$ cat src/rtl/uart_pkg.sv
// Shared types and width helpers for the UART core.
package uart_pkg;

  typedef enum logic [1:0] {
    PAR_NONE = 2'd0,
    PAR_ODD  = 2'd1,
    PAR_EVEN = 2'd2
  } parity_e;

  typedef enum logic [2:0] {
    TX_IDLE, TX_START, TX_DATA, TX_PARITY, TX_STOP
  } tx_state_e;

  typedef enum logic [2:0] {
    RX_IDLE, RX_START, RX_DATA, RX_PARITY, RX_STOP, RX_WAIT_IDLE
  } rx_state_e;

  // Counter width able to hold 0..n-1, never narrower than one bit.
  function automatic int cnt_w(input int n);
    return (n <= 2) ? 1 : $clog2(n);
  endfunction

endpackage

$ cat src/rtl/uart_baud_tick.sv
// Free-running divider producing a one-clock oversample tick every CLK_DIV clocks.
module uart_baud_tick import uart_pkg::*; #(
  parameter int CLK_DIV = 27
) (
  input  logic clk,
  input  logic reset_n,
  output logic tick
);

  localparam int W = cnt_w(CLK_DIV);

  logic [W-1:0] cnt;

  assign tick = (cnt == W'(CLK_DIV - 1));

  always_ff @(posedge clk) begin
    if (!reset_n)  cnt <= '0;
    else if (tick) cnt <= '0;
    else           cnt <= cnt + 1'b1;
  end

endmodule

$ cat src/rtl/uart_core.sv
// Full-duplex UART: shared oversample tick, TX FSM, RX FSM with synchroniser and
// a single-entry holding register carrying data and error flags.
module uart_core import uart_pkg::*; #(
  parameter int      CLK_DIV    = 27,
  parameter int      OVERSAMPLE = 16,
  parameter int      DATA_BITS  = 8,
  parameter parity_e PARITY     = PAR_NONE,
  parameter int      STOP_BITS  = 1
) (
  input  logic                 clk,
  input  logic                 reset_n,
  input  logic [DATA_BITS-1:0] tx_data,
  input  logic                 tx_valid,
  output logic                 tx_ready,
  output logic                 tx_line,
  input  logic                 rx_serial,
  output logic [DATA_BITS-1:0] rx_data,
  output logic                 rx_valid,
  input  logic                 rx_ready,
  output logic                 parity_error,
  output logic                 framing_error,
  output logic                 break_det,
  output logic                 overrun
);

  localparam int STOP_TICKS = STOP_BITS * OVERSAMPLE;
  localparam int TW         = cnt_w(STOP_TICKS);
  localparam int BW         = cnt_w(DATA_BITS);

  logic tick;

  uart_baud_tick #(.CLK_DIV(CLK_DIV)) u_tick (
    .clk     (clk),
    .reset_n (reset_n),
    .tick    (tick)
  );

  // ---------------- TX ----------------
  tx_state_e            tx_state, tx_state_n;
  logic [TW-1:0]        tx_cnt;
  logic [BW-1:0]        tx_idx;
  logic [DATA_BITS-1:0] tx_shr;
  logic                 tx_par, tx_pend, tx_bit_end;

  // tx_pend covers the wait between accept and the first tick, so START is a full bit.
  assign tx_ready = (tx_state == TX_IDLE) && !tx_pend;

  always_comb begin
    tx_state_n = tx_state;
    tx_line    = 1'b1;
    tx_bit_end = tick && (tx_cnt == TW'(OVERSAMPLE - 1));
    case (tx_state)
      TX_IDLE:   if (tx_pend && tick) tx_state_n = TX_START;
      TX_START:  begin
        tx_line = 1'b0;
        if (tx_bit_end) tx_state_n = TX_DATA;
      end
      TX_DATA:   begin
        tx_line = tx_shr[0];
        if (tx_bit_end && tx_idx == BW'(DATA_BITS - 1))
          tx_state_n = (PARITY == PAR_NONE) ? TX_STOP : TX_PARITY;
      end
      TX_PARITY: begin
        tx_line = tx_par;
        if (tx_bit_end) tx_state_n = TX_STOP;
      end
      TX_STOP:   if (tick && tx_cnt == TW'(STOP_TICKS - 1)) tx_state_n = TX_IDLE;
      default:   tx_state_n = TX_IDLE;
    endcase
  end

  always_ff @(posedge clk) begin
    if (!reset_n) begin
      tx_state <= TX_IDLE;
      tx_cnt   <= '0;
      tx_idx   <= '0;
      tx_shr   <= '0;
      tx_par   <= 1'b0;
      tx_pend  <= 1'b0;
    end else begin
      tx_state <= tx_state_n;
      if (tx_valid && tx_ready) begin
        tx_shr  <= tx_data;
        tx_par  <= (PARITY == PAR_EVEN) ? ^tx_data : ~^tx_data;
        tx_pend <= 1'b1;
      end else if (tx_state == TX_STOP && tx_state_n == TX_IDLE) begin
        tx_pend <= 1'b0;
      end
      // STOP counts across all stop bits, every other state restarts per bit.
      if (tx_state == TX_IDLE) tx_cnt <= '0;
      else if (tick)           tx_cnt <= (tx_bit_end && tx_state != TX_STOP) ? '0 : tx_cnt + 1'b1;
      if (tx_state == TX_START) tx_idx <= '0;
      else if (tx_state == TX_DATA && tx_bit_end) begin
        tx_idx <= tx_idx + 1'b1;
        tx_shr <= tx_shr >> 1;
      end
    end
  end

  // ---------------- RX ----------------
  rx_state_e            rx_state, rx_state_n;
  logic                 rx_s1, rx_s2;
  logic [TW-1:0]        rx_cnt;
  logic [BW-1:0]        rx_idx;
  logic [DATA_BITS-1:0] rx_shr;
  logic                 rx_perr, rx_samp, rx_done, rx_load;

  always_comb begin
    rx_state_n = rx_state;
    rx_done    = 1'b0;
    rx_samp    = tick && (rx_cnt == ((rx_state == RX_START) ? TW'(OVERSAMPLE / 2 - 1)
                                                            : TW'(OVERSAMPLE - 1)));
    case (rx_state)
      RX_IDLE:      if (tick && !rx_s2) rx_state_n = RX_START;
      RX_START:     if (rx_samp) rx_state_n = rx_s2 ? RX_IDLE : RX_DATA;
      RX_DATA:      if (rx_samp && rx_idx == BW'(DATA_BITS - 1))
                      rx_state_n = (PARITY == PAR_NONE) ? RX_STOP : RX_PARITY;
      RX_PARITY:    if (rx_samp) rx_state_n = RX_STOP;
      RX_STOP:      if (rx_samp) begin
        rx_done    = 1'b1;
        rx_state_n = rx_s2 ? RX_IDLE : RX_WAIT_IDLE;
      end
      RX_WAIT_IDLE: if (rx_s2) rx_state_n = RX_IDLE;
      default:      rx_state_n = RX_IDLE;
    endcase
    rx_load = rx_done && (!rx_valid || rx_ready);
  end

  always_ff @(posedge clk) begin
    if (!reset_n) begin
      rx_s1         <= 1'b1;
      rx_s2         <= 1'b1;
      rx_state      <= RX_IDLE;
      rx_cnt        <= '0;
      rx_idx        <= '0;
      rx_shr        <= '0;
      rx_perr       <= 1'b0;
      rx_valid      <= 1'b0;
      rx_data       <= '0;
      parity_error  <= 1'b0;
      framing_error <= 1'b0;
      break_det     <= 1'b0;
      overrun       <= 1'b0;
    end else begin
      rx_s1    <= rx_serial;
      rx_s2    <= rx_s1;
      rx_state <= rx_state_n;
      if (rx_state == RX_IDLE) rx_cnt <= '0;
      else if (tick)           rx_cnt <= rx_samp ? '0 : rx_cnt + 1'b1;
      if (rx_state == RX_START) begin
        rx_idx  <= '0;
        rx_perr <= 1'b0;
      end else if (rx_state == RX_DATA && rx_samp) begin
        rx_shr <= {rx_s2, rx_shr[DATA_BITS-1:1]};
        rx_idx <= rx_idx + 1'b1;
      end else if (rx_state == RX_PARITY && rx_samp) begin
        rx_perr <= rx_s2 ^ ((PARITY == PAR_EVEN) ? ^rx_shr : ~^rx_shr);
      end
      // A full holding register keeps its word; the new frame is only reported.
      overrun <= rx_done && !rx_load;
      if (rx_load) begin
        rx_valid      <= 1'b1;
        rx_data       <= rx_shr;
        parity_error  <= rx_perr;
        framing_error <= !rx_s2;
        break_det     <= !rx_s2 && (rx_shr == '0);
      end else if (rx_ready) begin
        rx_valid <= 1'b0;
      end
    end
  end

endmodule

$ cat config.mk
export PLATFORM = sky130hd
export DESIGN_NAME = uart_core
export DESIGN_NICKNAME = d
export VERILOG_FILES = /design/src/rtl/uart_pkg.sv /design/src/rtl/uart_baud_tick.sv /design/src/rtl/uart_core.sv
export SDC_FILE = /design/constraint.sdc
export NUM_CORES = 1
export LEC_CHECK = 0
export ABC_CLOCK_PERIOD_IN_PS = 2150
export BUFFER_PORTS_ARGS = -buffer_cell sky130_fd_sc_hd__buf_4
export CAP_MARGIN = 10
export CORE_MARGIN = 3
export CORE_UTILIZATION = 31
export CTS_BUF_LIST = sky130_fd_sc_hd__clkbuf_8
export DETAILED_ROUTE_END_ITERATION = 6
export MAX_ROUTING_LAYER = met4
export PLACE_DENSITY = 0.51
export SYNTH_ARGS = -nofsm -noshare
export SYNTH_HDL_FRONTEND = slang
export SYNTH_SLANG_ARGS = --single-unit
$ cat constraint.sdc
create_clock -name clk -period 2.15 [get_ports clk]
set_clock_uncertainty 0.15 [all_clocks]
set_input_delay 0.43 -clock clk [delete_from_list [all_inputs] [get_ports clk]]
set_output_delay 0.43 -clock clk [all_outputs]
set_load 0.02 [all_outputs]
==> qor.log, run 1 <==
INFO  global_route   gr-total-overflow=0
INFO  die            boundaryPins=28
INFO  layout         layout.filler_cells=914
INFO  synth          synth-seq-cells=59
INFO  timing         max_freq=0.4888GHz
INFO  worst_setup_path crit_path_cells=a21oi_1 -> a311o_1 -> buf_4
INFO  timing         final_max_slew_viol_count=0
INFO  timing         layout_worst_path_cycle_share=95.16%
INFO  timing         tightestPinTransition=0.5358ns
INFO  clocking       ctsHtreeMaxLevel=3
INFO  global_route   grtUsageTotal=13.53%
INFO  detailed_routing wl_met1=3.111mm
INFO  synth          most_used_standard_cell_by_instance_count_after_synthesis=sky130_fd_sc_hd__dfxtp_1
INFO  worst_setup_path critPathCaptureType=primary output
INFO  synth          postSynth.asyncResetShare=0%
INFO  global_route   wire_length_of_the_first_global_routing_pass=10.97mm
INFO  synth          yosysTopAreaCell=sky130_fd_sc_hd__dfxtp_1
INFO  placed_design  dpl_cell_area=0.003264mm2
INFO  timing         final_count_of_negative_setup_slack_endpoints=0
INFO  clocking       insertion_delay_to_the_later_sink_of_the_worst_skew_pair=0.34ns
INFO  timing         final.min_clock_period=2.046ns
INFO  power_and_ir_drop pwr-share-seq=47.8%
INFO  detailed_routing routed-wl-met2=2.859mm
INFO  worst_hold_path hold_path_class=input pin to flip-flop
INFO  clocking       clockBufferDepth=2
INFO  layout         final_cell_area=0.003491mm2
INFO  worst_setup_path crit_path_top_delay_cell=sky130_fd_sc_hd__dfxtp_1
INFO  die            dieHeight=102.7um
INFO  layout         final_cells=476
INFO  synth          yosysTopAreaCellShare=40.72%
INFO  layout         flow.area_growth_from_synthesis=20.36%
INFO  layout         finish.net_count=388
INFO  outcome        status=finished clean
INFO  placed_design  number_of_cells_in_the_design_after_placement=460
INFO  power_and_ir_drop powerDensity=673.7mW/mm2
INFO  clocking       hold_buffers=0
INFO  run            max_cap_violations=0
INFO  timing         grt_setup_unrepaired=no
INFO  die            number_of_cell_rows=34
INFO  clocking       tritoncts=built
INFO  worst_setup_path worst-setup-path-type=flip-flop to primary output
INFO  detailed_routing detail-route-antenna-nets=0
INFO  placed_design  placement.io_buffers=27
INFO  detailed_routing wl=6.234mm
INFO  power_and_ir_drop leakagePower=1.390nW
INFO  placed_design  dp_hpwl=4.465mm
INFO  detailed_routing detail_route.first_pass.iterations=4
INFO  synth          synthCells=331
INFO  detailed_routing top_layer=met4
INFO  detailed_routing drtIter0Drc=94
INFO  synth          synthesis.area_per_instance=8.762um2
INFO  worst_setup_path critical_path_arrival=1.47ns
INFO  die            floorplan.initialDensity=32.62%
INFO  synth          synth.net_count=356
INFO  detailed_routing met3RoutedLength=165um
INFO  global_route   first_global_vias=2325
INFO  layout         antenna_cells=0
INFO  die            die-area=0.01055mm2
INFO  clocking       path_clk_slew=0.08ns
INFO  synth          synth.cell_area=0.002900mm2
INFO  timing         slew-limit-headroom=63.98%
INFO  die            core=0.008891mm2
INFO  die            overall_die_width=102.7um
INFO  synth          synth.yosys.seq_area_share=40.72%
INFO  synth          synth_enable_flop_cells=0
INFO  power_and_ir_drop p_sw=535.4uW
INFO  synth          yosysUniqueCellTypes=51
INFO  power_and_ir_drop p_int=1.816mW
INFO  layout         share_of_post_route_cells_with_drive_strength_above_1=18.75%
INFO  placed_design  finalWeightedCongestion=0.8073
INFO  detailed_routing num_vias=2361
INFO  power_and_ir_drop power.share.switching=22.77%
INFO  global_route   antenna_found_initial=0
INFO  power_and_ir_drop clockPowerShare=47.1%
INFO  power_and_ir_drop max-vdd-ir-drop=255.2uV
INFO  detailed_routing vias_per_cell=4.960
INFO  clocking       cts.sink_count=59
INFO  timing         final_hold_viol_count=0
INFO  layout         multi_input_area=0.001564mm2
INFO  worst_setup_path critPathMaxStageDelay=0.52ns
INFO  worst_setup_path worst-path-max-fanout=10
INFO  clocking       clockRootBuffer=sky130_fd_sc_hd__clkbuf_8
INFO  global_route   maximum_number_of_pins_on_one_net_before_global_route_repair=20
INFO  detailed_routing detail_route.wl_per_cell=13.10um
INFO  worst_setup_path start_kind=flip-flop
INFO  synth          synth.yosys.warnings=0
INFO  synth          synth_commonest_cells=sky130_fd_sc_hd__dfxtp_1 (59), sky130_fd_sc_hd__nor2_1 (33), sky130_fd_sc_hd__o21ai_0 (27)
INFO  synth          synth.area.top_cells=sky130_fd_sc_hd__dfxtp_1 (41%), sky130_fd_sc_hd__ha_1 (5.2%), sky130_fd_sc_hd__mux2i_1 (4.8%)
INFO  layout         register_area=0.001182mm2
INFO  clocking       cts-buffers-inserted=9
INFO  synth          synth-main-ff-cell=sky130_fd_sc_hd__dfxtp_1
INFO  worst_setup_path required=1.57ns
INFO  timing         setup-tns-final=0ns
INFO  detailed_routing drc=0
INFO  power_and_ir_drop power.combinational.fraction=5.2%
-- sequential cells by signal, summed over array words and instances, names as in the netlist, 3 cells and up --
name / cells
rx_cnt: 4
tx_cnt: 4
tx_idx: 3
rx_state: 3
rx_shr: 8
rx_data: 8
u_tick.cnt: 5
tx_state: 3
tx_shr: 8
rx_idx: 3
-- power by group through the flow --
stage,clock [mW],sequential [mW],combinational (mW)
after floorplan,0,1.15,0.0775
after global routing,1.19,1.13,0.136
final,1.11,1.12,0.121
after global placement,0,1.15,0.120
after detailed placement,0,1.15,0.123
after CTS,1.15,1.12,0.123
-- routing by layer --
metal,global-route usage (%),vias to the layer above
li1,-,1217
met1,17.62,1096
met2,20.75,38
met3,2.842,10
met4,4.844,0
met5,-,-
-- per-stage QoR --
step | setup slack [ns] | util [%] | total power [mW] | hold WS, ns
floorplan | 0.2511 | - | 1.224 | 0.2363
global route | 0.01511 | 39.26 | 2.451 | 0.1201
global placement | 0.1812 | 36.72 | 1.269 | 0.2503
CTS | 0.08075 | 39.15 | 2.394 | 0.1172
detailed placement | 0.09168 | 36.72 | 1.272 | 0.2751
finish | 0.1042 | 39.26 | 2.352 | 0.1326
-- cell usage in the layout (no fill, tap or decap), types with 2 or more instances in the layout --
cell type and count:
sky130_fd_sc_hd__dfxtp_1 58, sky130_fd_sc_hd__buf_4 40, sky130_fd_sc_hd__nor2_1 33, sky130_fd_sc_hd__o21ai_0 27, sky130_fd_sc_hd__nand2_1 25, sky130_fd_sc_hd__a21oi_1 21
sky130_fd_sc_hd__nand3_1 16, sky130_fd_sc_hd__inv_1 14, sky130_fd_sc_hd__mux2i_1 14, sky130_fd_sc_hd__ha_1 12, sky130_fd_sc_hd__xnor2_1 10, sky130_fd_sc_hd__xor2_1 9
sky130_fd_sc_hd__clkbuf_8 9, sky130_fd_sc_hd__nand2b_1 7, sky130_fd_sc_hd__a31oi_1 7, sky130_fd_sc_hd__nand4_1 4, sky130_fd_sc_hd__nor3_1 4, sky130_fd_sc_hd__and2_1 3
sky130_fd_sc_hd__o31ai_1 3, sky130_fd_sc_hd__nor3b_1 3, sky130_fd_sc_hd__or4_1 3, sky130_fd_sc_hd__a22oi_1 3, sky130_fd_sc_hd__clkinvlp_4 3, sky130_fd_sc_hd__o211ai_1 2
sky130_fd_sc_hd__and3_1 2, sky130_fd_sc_hd__nand3_4 2, sky130_fd_sc_hd__or4b_1 2, sky130_fd_sc_hd__a211oi_1 2, sky130_fd_sc_hd__or2_2 2, sky130_fd_sc_hd__bufinv_16 2
sky130_fd_sc_hd__clkinv_2 2, sky130_fd_sc_hd__buf_12 2
-- area by class of cell --
| type | count | share of cell area (%) |
|---|---|---|
| clock buffers | 9 | 3.548 |
| multi-input cells | 237 | 44.80 |
| well taps | 108 | 3.871 |
| inverters | 14 | 1.505 |
| clock inverters | 7 | 2.652 |
| flip-flops and latches | 59 | 33.87 |
| repair buffers | 42 | 9.749 |
-- timing repair --
action | 4_1_cts | 5_1_grt
buffers inserted | 0 | 0
gates resized for setup | 0 | 2
endpoints found under the setup margin | 0 | 8
-- cells by family (layout without fill, tap and decap cells) --
logic type | Yosys count | after routing | share of synthesized area [%]
compound gates | 74 | 74 | 15.40
fa+ha+maj | 12 | 12 | 5.177
mux | 14 | 14 | 4.832
buf+inv | 35 | 72 | 5.651
simple gates | 117 | 117 | 21.70
flops | 59 | 59 | 40.72
xor+xnor | 20 | 20 | 6.514
-- worst paths after layout --
kind	startpoint	endpoint	slack, ns	depth (start not counted)
worst max-delay path	tx_state[1]$_SDFF_PN0_	tx_line	0.10	3
worst min-delay path	rx_serial	rx_s1$_SDFF_PN1_	0.13	2
worst max register to register	rx_shr[7]$_SDFFE_PN0P_	rx_perr$_SDFFE_PP0P_	0.19	6
worst min register to register	rx_s1$_SDFF_PN1_	rx_s2$_SDFF_PN1_	0.29	1
-- critical path: cells and delay by family, from the launching register on --
family                 cells  cell delay, ns
AOI/OAI and AO/OA          2            0.45
buffers and inverters      1            0.16
DFF                        1            0.52
No activity file was read; power rests on OpenSTA's default activity.
==> run 2: changes to the inputs <==
--- a/config.mk
+++ b/config.mk
@@ -5,7 +5,7 @@
 export SDC_FILE = /design/constraint.sdc
 export NUM_CORES = 1
 export LEC_CHECK = 0
-export ABC_CLOCK_PERIOD_IN_PS = 2150
+export ABC_CLOCK_PERIOD_IN_PS = 2400
 export BUFFER_PORTS_ARGS = -buffer_cell sky130_fd_sc_hd__buf_4
 export CAP_MARGIN = 10
 export CORE_MARGIN = 3
==> constraint.sdc (replaced) <==
create_clock -name clk -period 2.4 [get_ports clk]
set_clock_uncertainty 0.15 [all_clocks]
set_input_delay 0.48 -clock clk [delete_from_list [all_inputs] [get_ports clk]]
set_output_delay 0.48 -clock clk [all_outputs]
set_load 0.02 [all_outputs]
==> qor.log, run 2 (synthesized netlist as in run 1, its figures left out) <==
INFO  clocking       clockBufferDepth=2 [unchanged]
INFO  timing         final_count_of_negative_setup_slack_endpoints=0 [unchanged]
INFO  timing         final_critical_path_setup_slack=0.2762ns [+0.1721 ns]
INFO  worst_setup_path required=2.45ns [+0.88 ns]
INFO  global_route   maximum_number_of_pins_on_one_net_before_global_route_repair=21 [+5.0%]
INFO  die            dieHeight=102.7um [unchanged]
INFO  clocking       tritoncts=built
INFO  global_route   first_global_vias=2271 [-2.3%]
INFO  timing         tightestPinTransition=0.5374ns [+0.001669 ns]
INFO  worst_setup_path crit_path_cells=inv_1 -> ha_1 -> and4b_1 -> buf_4 -> nand4_2 -> o21ai_0 -> a31oi_1
INFO  power_and_ir_drop leakagePower=1.328nW [-4.5%]
INFO  die            die-area=0.01055mm2 [unchanged]
INFO  placed_design  placement.io_buffers=27 [unchanged]
INFO  clocking       hold_buffers=0 [unchanged]
INFO  power_and_ir_drop max-vdd-ir-drop=219.5uV [-14%]
INFO  die            floorplan.initialDensity=32.62% [unchanged]
INFO  timing         final_hold_viol_count=0 [unchanged]
INFO  timing         final.hold.worst_slack=0.1790ns [+0.04642 ns]
INFO  outcome        status=finished clean
INFO  worst_setup_path critical_path_arrival=2.17ns [+0.70 ns]
INFO  layout         final_cells=469 [-1.5%]
INFO  die            overall_die_width=102.7um [unchanged]
INFO  worst_hold_path hold_path_class=input pin to flip-flop
INFO  placed_design  post-place-ws=0.2736ns [+0.1819 ns]
INFO  timing         layout_worst_path_cycle_share=88.49%
INFO  placed_design  finalWeightedCongestion=0.8244 [+2.1%]
INFO  clocking       cts.sink_count=59 [unchanged]
INFO  clocking       clockRootBuffer=sky130_fd_sc_hd__clkbuf_8
INFO  layout         layout_commonest_cell=sky130_fd_sc_hd__dfxtp_1
INFO  placed_design  dp_hpwl=4.447mm [-0.42%]
INFO  die            core=0.008891mm2 [unchanged]
INFO  timing         final_max_slew_viol_count=0 [unchanged]
INFO  global_route   antenna_found_initial=0 [unchanged]
INFO  layout         finish.utilization=37.64% [-1.6 points]
INFO  worst_setup_path critPathMaxStageDelay=0.42ns [-0.10 ns]
INFO  layout         antenna_cells=0 [unchanged]
INFO  layout         layout.cells.most_common_list=sky130_fd_sc_hd__dfxtp_1 (59), sky130_fd_sc_hd__buf_4 (35), sky130_fd_sc_hd__nor2_1 (33), sky130_fd_sc_hd__o21ai_0 (27), sky130_fd_sc_hd__nand2_1 (25)
INFO  worst_setup_path critPathCaptureType=flip-flop
INFO  timing         max_freq=0.4709GHz
INFO  clocking       cts.repair_timing.setup_buffer_count=0 [unchanged]
INFO  global_route   gr-total-overflow=0 [unchanged]
INFO  worst_setup_path worst-setup-path-type=flip-flop to flip-flop
INFO  power_and_ir_drop powerDensity=557.4mW/mm2 [-17%]
INFO  die            boundaryPins=28 [unchanged]
INFO  detailed_routing drc=0 [unchanged]
INFO  clocking       insertion_delay_to_the_later_sink_of_the_worst_skew_pair=0.34ns [about the same]
INFO  timing         final.min_clock_period=2.124ns
INFO  detailed_routing vias_per_cell=5.028 [+1.4%]
INFO  detailed_routing wl=6.279mm [+0.72%]
INFO  detailed_routing detail-route-antenna-nets=0 [unchanged]
INFO  worst_setup_path worst-path-max-fanout=18 [+8]
INFO  clocking       cts-buffers-inserted=9 [unchanged]
INFO  placed_design  number_of_cells_in_the_design_after_placement=453 [-1.5%]
INFO  global_route   grtUsageTotal=13.43% [-0.10 points]
INFO  layout         top_regs=rx_data x8, rx_shr x8, tx_shr x8
INFO  timing         slew-limit-headroom=63.87% [-0.11 points]
INFO  detailed_routing detail_route.wl_per_cell=13.39um [+2.2%]
INFO  timing         grt_setup_unrepaired=no
INFO  detailed_routing drtIter0Drc=81 [-14%]
INFO  global_route   wire_length_of_the_first_global_routing_pass=10.70mm [-2.5%]
INFO  layout         finish.net_count=381 [-1.8%]
INFO  clocking       ctsHtreeMaxLevel=3 [unchanged]
INFO  run            max_cap_violations=0 [unchanged]
INFO  worst_setup_path start_kind=flip-flop
INFO  clocking       cts_resized=0 [unchanged]
INFO  layout         flow.area_growth_from_synthesis=15.40%
INFO  die            number_of_cell_rows=34 [unchanged]
INFO  layout         share_of_post_route_cells_with_drive_strength_above_1=16.62% [-2.1 points]
INFO  detailed_routing detail_route.first_pass.iterations=4 [unchanged]
INFO  clocking       path_clk_slew=0.07ns [about the same]
INFO  layout         layout.filler_cells=926 [+1.3%]
INFO  worst_setup_path crit_path_top_delay_cell=sky130_fd_sc_hd__nand4_2
INFO  detailed_routing num_vias=2358 [-0.13%]
INFO  timing         setup-tns-final=0ns [unchanged]
==> run 2: cell count changes in the layout (fill, tap and decap cells not counted), sizes merged <==
cell	previous run	this run
buf	42	35
clkinv	2	5
bufinv	2	0
inv	14	15
clkinvlp	3	1
==> run 2: power breakdown <==
part | leakage [nW] | switching (mW) | internal, mW
Sequential | 0.478 | 0.0111 | 0.996
Combinational | 0.760 | 0.0574 | 0.0514
Clock | 0.0897 | 0.390 | 0.360
==> run 2: final cells by class <==
type,count,area (um2),area share [%]
clock buffer,9,123.9,3.701
clock inverter,7,36.28,1.084
inverter,14,52.55,1.570
multi-input combinational,237,1555,46.47
sequential,59,1181,35.29
tap,108,135.1,4.037
timing repair buffer,35,262.8,7.850
==> run 2: layer usage <==
metal  global-route usage [%]  share of wire, %
met1                    16.29                48
met2                    20.90                46
met3                    4.060               4.4
met4                    5.247               1.4
met5                        -                 0
==> run 2: path summary, 6_finish.rpt <==
kind                                          startpoint                    to  slack (ns)  cells past startpoint
worst min-delay path                           rx_serial      rx_s1$_SDFF_PN1_        0.18                      2
worst min register to register          rx_s1$_SDFF_PN1_      rx_s2$_SDFF_PN1_        0.26                      1
worst max-delay path            u_tick.cnt[0]$_SDFF_PP0_  tx_shr[3]$_SDFF_PN0_        0.28                      7
worst max register to register  u_tick.cnt[0]$_SDFF_PP0_  tx_shr[3]$_SDFF_PN0_        0.28                      7
==> run 2: critical path, delay by kind of cell, from the launching register on <==
family,cells,cell delay (ns)
flip-flops,1,0.33
adder cells (fa/ha/maj),1,0.18
AO/OA/AOI/OAI,2,0.41
buffers and inverters,2,0.30
AND/OR/NAND/NOR,2,0.62
==> run 2: per-stage QoR <==
step,cell area (um2),power [mW]
after detailed placement,3187,1.139
after global routing,3347,1.960
after CTS,3347,1.907
final,3347,1.866
after global placement,3187,1.137
after floorplan,2900,1.096
==> run 3: changes to the inputs <==
--- a/config.mk
+++ b/config.mk
@@ -11,9 +11,12 @@
 export CORE_MARGIN = 3
 export CORE_UTILIZATION = 31
 export CTS_BUF_LIST = sky130_fd_sc_hd__clkbuf_8
+export CTS_CLUSTER_SIZE = 12
 export DETAILED_ROUTE_END_ITERATION = 6
 export MAX_ROUTING_LAYER = met4
 export PLACE_DENSITY = 0.51
+export REMOVE_ABC_BUFFERS = 1
+export SKIP_CTS_REPAIR_TIMING = 1
 export SYNTH_ARGS = -nofsm -noshare
 export SYNTH_HDL_FRONTEND = slang
 export SYNTH_SLANG_ARGS = --single-unit
==> qor.log, run 3 (synthesized netlist as in run 1, its figures left out) <==
INFO  outcome        status=finished clean
INFO  timing         slew-limit-headroom=64.42% [+0.56 points]
INFO  timing         final.min_clock_period=2.087ns [-0.03633 ns]
INFO  timing         final_max_slew_viol_count=0 [unchanged]
INFO  detailed_routing drc=0 [unchanged]
INFO  layout         layout_commonest_cell=sky130_fd_sc_hd__dfxtp_1
INFO  worst_setup_path critPathCaptureType=flip-flop
INFO  clocking       tritoncts=built
INFO  die            floorplan.initialDensity=32.62% [unchanged]
INFO  layout         layout.filler_cells=911 [-1.6%]
INFO  power_and_ir_drop max-vdd-ir-drop=264.6uV [+20%]
INFO  detailed_routing wl=6.089mm [-3.0%]
INFO  power_and_ir_drop pwr-share-seq=53.0% [-1.0 points]
INFO  die            core=0.008891mm2 [unchanged]
INFO  placed_design  number_of_cells_in_the_design_after_placement=456 [+0.66%]
INFO  die            number_of_cell_rows=34 [unchanged]
INFO  global_route   first_global_vias=2248 [-1.0%]
INFO  placed_design  placement.io_buffers=27 [unchanged]
INFO  global_route   grtUsageTotal=12.90% [-0.53 points]
INFO  timing         final.hold.worst_slack=0.1802ns [+0.001172 ns]
INFO  clocking       ctsHtreeMaxLevel=3 [unchanged]
INFO  timing         setup-tns-final=0ns [unchanged]
INFO  power_and_ir_drop power.share.switching=23.09% [-1.5 points]
INFO  placed_design  dp_hpwl=4.342mm [-2.4%]
INFO  layout         finish.net_count=384 [+0.79%]
INFO  power_and_ir_drop leakagePower=1.344nW [+1.2%]
INFO  timing         grt_setup_unrepaired=no
INFO  layout         top_regs=rx_data x8, rx_shr x8, tx_shr x8
INFO  power_and_ir_drop power.combinational.fraction=5.7% [about the same]
INFO  worst_setup_path required=2.44ns [about the same]
INFO  detailed_routing detail_route.first_pass.iterations=4 [unchanged]
INFO  global_route   gr-total-overflow=0 [unchanged]
INFO  power_and_ir_drop p_int=1.461mW [+3.8%]
INFO  timing         max_freq=0.4791GHz [+1.7%]
INFO  clocking       clockRootBuffer=sky130_fd_sc_hd__clkbuf_8
INFO  worst_hold_path hold_path_class=input pin to flip-flop
INFO  layout         register_area=0.001181mm2 [unchanged]
INFO  layout         final_cell_area=0.003376mm2 [+0.86%]
INFO  worst_setup_path worst-path-max-fanout=18 [unchanged]
INFO  clocking       insertion_delay_to_the_later_sink_of_the_worst_skew_pair=0.33ns [about the same]
INFO  placed_design  dpl_cell_area=0.003209mm2 [+0.71%]
INFO  power_and_ir_drop totalPowerFinal=1.900mW [+1.8%]
INFO  global_route   wire_length_of_the_first_global_routing_pass=10.52mm [-1.7%]
INFO  layout         share_of_post_route_cells_with_drive_strength_above_1=17.13% [+0.51 points]
INFO  timing         layout_worst_path_cycle_share=86.98% [-1.5 points]
INFO  clocking       clockBufferDepth=2 [unchanged]
INFO  detailed_routing drtIter0Drc=76 [-6.2%]
INFO  power_and_ir_drop p_sw=438.8uW [-4.2%]
INFO  layout         layout.cells.most_common_list=sky130_fd_sc_hd__dfxtp_1 (59), sky130_fd_sc_hd__buf_4 (38), sky130_fd_sc_hd__nor2_1 (33), sky130_fd_sc_hd__o21ai_0 (27), sky130_fd_sc_hd__nand2_1 (25)
INFO  global_route   maximum_number_of_pins_on_one_net_before_global_route_repair=19 [-9.5%]
INFO  clocking       path_clk_slew=0.07ns [about the same]
INFO  layout         final_cells=470 [+0.21%]
INFO  die            overall_die_width=102.7um [unchanged]
INFO  clocking       cts.sink_count=59 [unchanged]
INFO  detailed_routing detail-route-antenna-nets=0 [unchanged]
INFO  timing         final_count_of_negative_setup_slack_endpoints=0 [unchanged]
INFO  power_and_ir_drop powerDensity=562.8mW/mm2 [+0.97%]
INFO  worst_setup_path critical_path_arrival=2.13ns [-0.04 ns]
INFO  layout         multi_input_area=0.001555mm2 [unchanged]
INFO  layout         flow.area_growth_from_synthesis=16.39%
INFO  timing         tightestPinTransition=0.5291ns [-0.008287 ns]
INFO  detailed_routing num_vias=2316 [-1.8%]
INFO  layout         antenna_cells=0 [unchanged]
INFO  worst_setup_path worst-setup-path-type=flip-flop to flip-flop
INFO  worst_setup_path start_kind=flip-flop
INFO  clocking       cts-buffers-inserted=9 [unchanged]
INFO  timing         final_hold_viol_count=0 [unchanged]
INFO  power_and_ir_drop clockPowerShare=41.3% [+1.1 points]
INFO  placed_design  finalWeightedCongestion=0.8244 [unchanged]
INFO  run            max_cap_violations=0 [unchanged]
INFO  detailed_routing vias_per_cell=4.928 [-2.0%]
INFO  die            boundaryPins=28 [unchanged]
INFO  detailed_routing detail_route.wl_per_cell=12.96um [-3.2%]
INFO  global_route   antenna_found_initial=0 [unchanged]
INFO  die            dieHeight=102.7um [unchanged]
INFO  die            die-area=0.01055mm2 [unchanged]
==> run 3: changes by cell type in the layout (fill, tap and decap cells not counted) <==
cell and delta:
sky130_fd_sc_hd__inv_1 -1, sky130_fd_sc_hd__clkbuf_8 +2, sky130_fd_sc_hd__clkinvlp_4 -1, sky130_fd_sc_hd__buf_4 +3, sky130_fd_sc_hd__clkinv_2 -2
==> run 3: layout make-up <==
class,count,share of cell area [%]
multi-input combinational,237,46.07
clock inverter,3,0.4448
timing repair buffer,38,8.451
clock buffer,11,4.485
sequential,59,34.99
tap,108,4.003
inverter,14,1.557
==> run 3: through the flow <==
| stage | utilization (%) | setup slack (ns) |
|---|---|---|
| final | 37.97 | 0.3126 |
| after global routing | 37.97 | 0.08706 |
| after CTS | 37.97 | 0.2916 |
| after detailed placement | 36.10 | 0.3045 |
| after global placement | 36.10 | 0.3752 |
| after floorplan | - | 0.03250 |
==> run 3: layer usage <==
layer / wire (um) / part of all wire [%] / up-vias / track usage [%]
met4: 53 / 0.87 / 0 / 3.935
met5: 0 / 0 / - / -
met1: 3029 / 50 / 1048 / 16.27
li1: - / - / 1212 / -
met3: 235 / 3.9 / 7 / 3.518
met2: 2772 / 46 / 49 / 20.16
==> run 3: worst max-delay path, stage by stage (launching register included) <==
cell and delay (ns):
sky130_fd_sc_hd__dfxtp_1 0.33, sky130_fd_sc_hd__inv_1 0.06, sky130_fd_sc_hd__ha_1 0.17, sky130_fd_sc_hd__and4b_1 0.20, sky130_fd_sc_hd__buf_4 0.24, sky130_fd_sc_hd__nand4_2 0.42
sky130_fd_sc_hd__o21ai_0 0.31, sky130_fd_sc_hd__a31oi_1 0.06
==> run 3: final timing paths <==
path | startpoint | to | slack [ns] | cells after the start
setup / recovery | u_tick.cnt[0]$_SDFF_PP0_ | tx_shr[0]$_SDFF_PN0_ | 0.31 | 7
hold / removal | rx_serial | rx_s1$_SDFF_PN1_ | 0.18 | 2
setup reg to reg | u_tick.cnt[0]$_SDFF_PP0_ | tx_shr[0]$_SDFF_PN0_ | 0.31 | 7
hold reg to reg | rx_s1$_SDFF_PN1_ | rx_s2$_SDFF_PN1_ | 0.26 | 1
==> run 3: power groups by stage <==
stage	clock network (mW)	logic, mW	registers [mW]
after floorplan	0	0.0639	1.03
after global placement	0	0.108	1.03
after detailed placement	0	0.109	1.03
after CTS	0.818	0.109	1.01
after global routing	0.864	0.120	1.01
final	0.785	0.108	1.01
